## src/rtl/multiplicador_pkg.sv

```systemverilog
// Shared definitions for the shift-and-add multiplier: FSM state encoding
// and the default operand width.
package multiplicador_pkg;

    localparam int W_DEFAULT = 4;

    typedef enum logic [1:0] {
        IDLE = 2'd0,
        CALC = 2'd1,
        FIX  = 2'd2,
        DONE = 2'd3
    } state_t;

endpackage

```

## src/rtl/contador_param.sv

```systemverilog
// Iteration down-counter: loads a start value, decrements to zero and
// holds there, exposing a zero flag for terminal-count detection.
module contador_param #(
    parameter int CW = 2
) (
    input  logic          clk,
    input  logic          rst_n,
    input  logic          load,
    input  logic          dec,
    input  logic [CW-1:0] init,
    output logic          zero
);

    logic [CW-1:0] count;

    // Load has priority; decrement saturates at zero.
    always_ff @(posedge clk or negedge rst_n) begin
        if (!rst_n) begin
            count <= '0;
        end else if (load) begin
            count <= init;
        end else if (dec && (count != '0)) begin
            count <= count - CW'(1);
        end
    end

    // Terminal-count flag.
    always_comb zero = (count == '0);

endmodule

```

## src/rtl/multiplicador_sd_param.sv

```systemverilog
// Sequential shift-and-add multiplier, unsigned or two's-complement signed.
// Signed operands are reduced to magnitudes on capture; the sign is
// reapplied when the result is written.
//
// state | meaning
// ------+------------------------------------------------------------
// IDLE  | waiting for st; captures operands, mode and sign
// CALC  | one add/shift iteration per cycle, W iterations in total
// FIX   | writes produto, negating it for a negative signed result
// DONE  | one-cycle done pulse, then back to IDLE
module multiplicador_sd_param
    import multiplicador_pkg::*;
#(
    parameter int W = W_DEFAULT
) (
    input  logic           clk,
    input  logic           rst_n,
    input  logic           st,
    input  logic           sinal,
    input  logic [W-1:0]   multiplicando,
    input  logic [W-1:0]   multiplicador,
    output logic [2*W-1:0] produto,
    output logic           done,
    output logic           idle
);

    localparam int            CW       = $clog2(W);
    localparam logic [CW-1:0] CNT_INIT = CW'(W - 1);

    state_t       state;
    state_t       state_next;
    logic [W-1:0] mcand;
    logic [2*W:0] acc;
    logic         neg;
    logic         cnt_zero;
    logic         start;
    logic [W-1:0] mag_a;
    logic [W-1:0] mag_b;
    logic [W:0]   sum;
    logic [2*W:0] acc_step;

    contador_param #(.CW(CW)) u_contador (
        .clk   (clk),
        .rst_n (rst_n),
        .load  (start),
        .dec   (state == CALC),
        .init  (CNT_INIT),
        .zero  (cnt_zero)
    );

    // Operand magnitudes and one add/shift step of the accumulator.
    always_comb begin
        start    = (state == IDLE) && st;
        mag_a    = (sinal && multiplicando[W-1]) ? -multiplicando : multiplicando;
        mag_b    = (sinal && multiplicador[W-1]) ? -multiplicador : multiplicador;
        sum      = acc[2*W:W] + (acc[0] ? {1'b0, mcand} : '0);
        acc_step = {sum, acc[W-1:0]} >> 1;
    end

    // State register.
    always_ff @(posedge clk or negedge rst_n) begin
        if (!rst_n) begin
            state <= IDLE;
        end else begin
            state <= state_next;
        end
    end

    // Next-state logic.
    always_comb begin
        state_next = state;
        case (state)
            IDLE:    if (st) state_next = CALC;
            CALC:    if (cnt_zero) state_next = FIX;
            FIX:     state_next = DONE;
            DONE:    state_next = IDLE;
            default: state_next = IDLE;
        endcase
    end

    // Status outputs decoded from the state.
    always_comb begin
        done = (state == DONE);
        idle = (state == IDLE);
    end

    // Datapath: operand capture, iteration and result write-back.
    always_ff @(posedge clk or negedge rst_n) begin
        if (!rst_n) begin
            mcand   <= '0;
            acc     <= '0;
            neg     <= 1'b0;
            produto <= '0;
        end else begin
            case (state)
                IDLE: begin
                    if (st) begin
                        mcand <= mag_a;
                        acc   <= {{(W+1){1'b0}}, mag_b};
                        neg   <= sinal & (multiplicando[W-1] ^ multiplicador[W-1]);
                    end
                end
                CALC: acc <= acc_step;
                FIX:  produto <= neg ? -acc[2*W-1:0] : acc[2*W-1:0];
                default: ;
            endcase
        end
    end

endmodule

```

## config.mk

```make
export PLATFORM = sky130hd
export DESIGN_NAME = multiplicador_sd_param
export DESIGN_NICKNAME = d
export VERILOG_FILES = /design/src/rtl/multiplicador_pkg.sv /design/src/rtl/contador_param.sv /design/src/rtl/multiplicador_sd_param.sv
export SDC_FILE = /design/constraint.sdc
export NUM_CORES = 1
export LEC_CHECK = 0
export CAP_MARGIN = 20
export CORE_MARGIN = 2
export CORE_UTILIZATION = 29
export DETAILED_ROUTE_END_ITERATION = 12
export PLACE_DENSITY = 0.54
export RECOVER_POWER = 50
export SYNTH_ARGS = -nofsm -noshare
export SYNTH_HDL_FRONTEND = slang
export SYNTH_SLANG_ARGS = --single-unit
```

## constraint.sdc

```tcl
create_clock -name clk -period 5.7 [get_ports clk]
set_clock_uncertainty 0.15 [all_clocks]
set_input_delay 0.57 -clock clk [delete_from_list [all_inputs] [get_ports clk]]
set_output_delay 0.57 -clock clk [all_outputs]
set_load 0.03 [all_outputs]
```

==> impl_summary.md <==
Global routing
Summed over all layers, the global routing overflow is 0. The number of antenna violations at the first check in global routing is 0. The overall global routing resource usage is 11.5%. The first global-routing pass estimated 5550 µm of wire. The via count of the first global-routing pass was 1,193. Entering global routing, the biggest net connects 26 pins.

Worst hold path
Along the worst hold path, the cell count comes to 2. The min-delay analysis places its worst path in the category reg2reg.

Critical path
STA puts the critical path data arrival time at 2.08 ns. The data required time at the worst endpoint is 4.98 ns. The startpoint type of the worst setup path is a register. The worst setup path category is reg2out. For the worst flop-to-flop path, the logic depth is 5.

The critical-path maximum fanout is 14. The worst setup path is captured at an output port.

Pwr
Net switching is 44.5% of the power. The clock network is responsible for 10.1% of the overall power. The sequential fraction of design power is 33.7%. The static leakage is 0.000838 µW. The power density of the placed cells is 552 mW/mm².

The cell internal power dissipation is 584 µW. The worst-case IR drop observed on VDD is 0.157 mV. The switching power of the nets is 468 µW. Combinational logic is responsible for 56.2% of the overall power.

Synthesis
The most used flip-flop cell after synthesis is sky130_fd_sc_hd__dfrtp_1. In this run the cell area of the synthesized design comes to 0.00163 mm². During synthesis, Yosys emitted a total of 0 warnings. The number of synthesized flops with an enable pin is 0. Dividing the synthesized area by the synthesized cell count gives 9.04 µm². The number of nets produced by synthesis is 206. After synthesis the netlist holds a flip-flop and latch count of 25. For this run, asynchronously set or reset flops after synthesis account for 100%. For this run, the register share of the synthesized area comes to 38.4%.

The number of distinct standard cells referenced by the synthesized netlist is 39. Synthesis produced a netlist whose cell count is 180.

Clocking
The quantity of hold-fixing buffers added after cts is 0. The CTS buffer count is 3. The count of instances resized after the clock tree is built is 0. The clock insertion delay at the later pin of the skew report is 0.27 ns.

The number of buffers on the longest clock path is 2. The number of H-tree levels is 1. The number of buffers inserted by post-CTS setup repair is 0.

The clock root buffer is sky130_fd_sc_hd__clkbuf_8. TritonCTS built the clock tree. The clock sink count is 25. Clock-pin slew was measured on the worst setup and hold paths at 0.09 ns.

Finish
The total of fill cells in the finished design is 598. The fraction of layout instances using a drive strength above 1 is 3.61%. The post-synthesis to final-layout area growth is 17.2%. The total non-filler cell area in the finished layout is 0.00191 mm².

The number of antenna repair diodes is 0. The final net count is 221.

Placement
The count of buffers inserted at the top-level ports is 21. After legalization and detailed placement, the total HPWL measured 2400 µm. In this run the cell area measured after placement is 0.00187 mm². The final weighted congestion in routability-driven placement is 0.807.

Floorplanning
The area inside the core boundary is 0.00547 mm². Pin placement for this block handled 22 I/O pins. The die outline height is 78.9 µm. The initial utilization of the core area, before any placement, comes to 29.7%. The total number of placement rows is 27. The die width is 78.9 µm. The total die area is 0.00623 mm².

Flow run
Max-cap violations in this run came to 0.

Routing
The number of remaining DRC errors is 0. The detailed-route vias per instance is 4.66. Once detail routing completed, the nets flagged for antenna violations numbered 0. The final wirelength is 3200 µm. The violation count after the first detailed-route iteration is 50. The total via count in the routed design is 1,239. Dividing the detail-routed wire length by the instance count gives 12.0 µm. The first detailed-routing pass ran for 4 iterations.

Timing
The final critical path time including I/O delays and setup is 2.80 ns. Setup repair after global routing left no endpoint under its margin. After layout, the worst path uses 49.1% of the clock period. The number of failing setup endpoints in the final timing report is 0. For the pin with the worst max-slew slack, the measured transition is 1.37 ns. The number of hold-slack violations in the final timing report came to 0.

Measured against its own limit, the worst slew margin works out to 8.56%. The timing-limited maximum frequency is 357 MHz. The accumulated negative setup slack is 0 ns. The number of max-slew violations in the final report is 0.

Run status
The flow ran to the end, and the final reports show no timing, DRC or antenna violations.
## routing by layer
metal	global-route usage (%)	vias to the layer above	routed length, µm
met5	0	-	0
met4	5.69	0	64
met3	1.70	5	122
met2	17.9	27	1430
met1	15.6	561	1580
li1	-	646	-
## sequential cells by signal, summed over array words and instances (netlist names)
| signal | flops |
|---|---|
| produto | 8 |
| u_contador.count | 2 |
| mcand | 4 |
| state | 2 |
| neg | 1 |
| acc | 8 |
## cells in the mapped netlist, drive strengths merged, types with 4 or more instances
cell type / n / area [µm²]
a21oi: 12 / 60.1
buf: 5 / 37.5
clkbuf: 7 / 26.3
dfrtp: 25 / 626
ha: 13 / 163
inv: 16 / 60.1
mux2: 4 / 45.0
mux2i: 5 / 50.1
nand2: 18 / 67.6
nor2: 12 / 45.0
o21ai: 13 / 65.1
o22ai: 6 / 37.5
xnor2: 9 / 78.8
## layout make-up
| cell class | instances | area, µm² | share of cell area [%] |
|---|---|---|---|
| Clock buffer | 4 | 45.0 | 2.36 |
| Inverter | 16 | 60.1 | 3.15 |
| Multi-Input combinational cell | 127 | 873 | 45.8 |
| Sequential cell | 25 | 626 | 32.8 |
| Tap cell | 72 | 90.1 | 4.72 |
| Timing Repair Buffer | 22 | 214 | 11.2 |
## kinds of logic after synthesis
family / share of synthesized area, %
buffers and inverters: 7.61
multiplexers: 5.84
flip-flops: 38.4
AND/OR/NAND/NOR: 13.4
XOR/XNOR: 5.92
adder cells (fa/ha/maj): 11.2
AO/OA/AOI/OAI: 17.6
## power by group through the flow
stage / Combinational [µW] / Clock [µW] / Sequential (µW)
floorplan: 441 / 0 / 369
global placement: 592 / 0 / 358
detailed placement: 597 / 0 / 364
CTS: 601 / 111 / 360
global route: 672 / 122 / 372
finish: 592 / 106 / 355
## stage by stage
stage	std cells	total power [µW]	hold slack (ns)	setup slack (ns)	util, %
floorplan	180	809	0.124	3.82	-
global placement	262	950	0.307	3.26	34.2
detailed placement	262	961	0.326	3.21	34.2
CTS	266	1070	0.346	2.91	35.0
global route	266	1170	0.384	2.82	34.9
finish	266	1050	0.336	2.90	34.9
## critical path: stages (launching register included)
cell and delay, ns:
sky130_fd_sc_hd__dfrtp_1 0.41, sky130_fd_sc_hd__inv_1 0.13, sky130_fd_sc_hd__ha_1 0.50, sky130_fd_sc_hd__clkdlybuf4s50_1 0.77
## cells in the final DEF, fill, tap and decap left out, types with 4 or more instances in the layout
cell type,Yosys,final
sky130_fd_sc_hd__mux2i_1,5,5
sky130_fd_sc_hd__xnor2_1,9,9
sky130_fd_sc_hd__mux2_2,4,4
sky130_fd_sc_hd__a21oi_1,12,12
sky130_fd_sc_hd__ha_1,13,13
sky130_fd_sc_hd__clkdlybuf4s50_1,0,20
sky130_fd_sc_hd__dfrtp_1,25,25
sky130_fd_sc_hd__o21ai_0,8,8
sky130_fd_sc_hd__o22ai_1,6,6
sky130_fd_sc_hd__nor2_1,12,12
sky130_fd_sc_hd__o21ai_1,5,5
sky130_fd_sc_hd__inv_1,16,16
sky130_fd_sc_hd__nand2_1,18,18
## final timing paths
path / startpoint / end / slack, ns
max in group asynchronous: rst_n / acc[0]$_DFFE_PN0P_ / 3.61
min: mcand[3]$_DFFE_PN0P_ / mcand[3]$_DFFE_PN0P_ / 0.34
max reg2reg: state[1]$_DFFE_PN0P_ / state[1]$_DFFE_PN0P_ / 3.53
min reg2reg: mcand[3]$_DFFE_PN0P_ / mcand[3]$_DFFE_PN0P_ / 0.34
max: state[0]$_DFFE_PN0P_ / idle / 2.90
min in group asynchronous: rst_n / produto[0]$_DFFE_PN0P_ / 0.98
(Power assumes the default switching activity.)
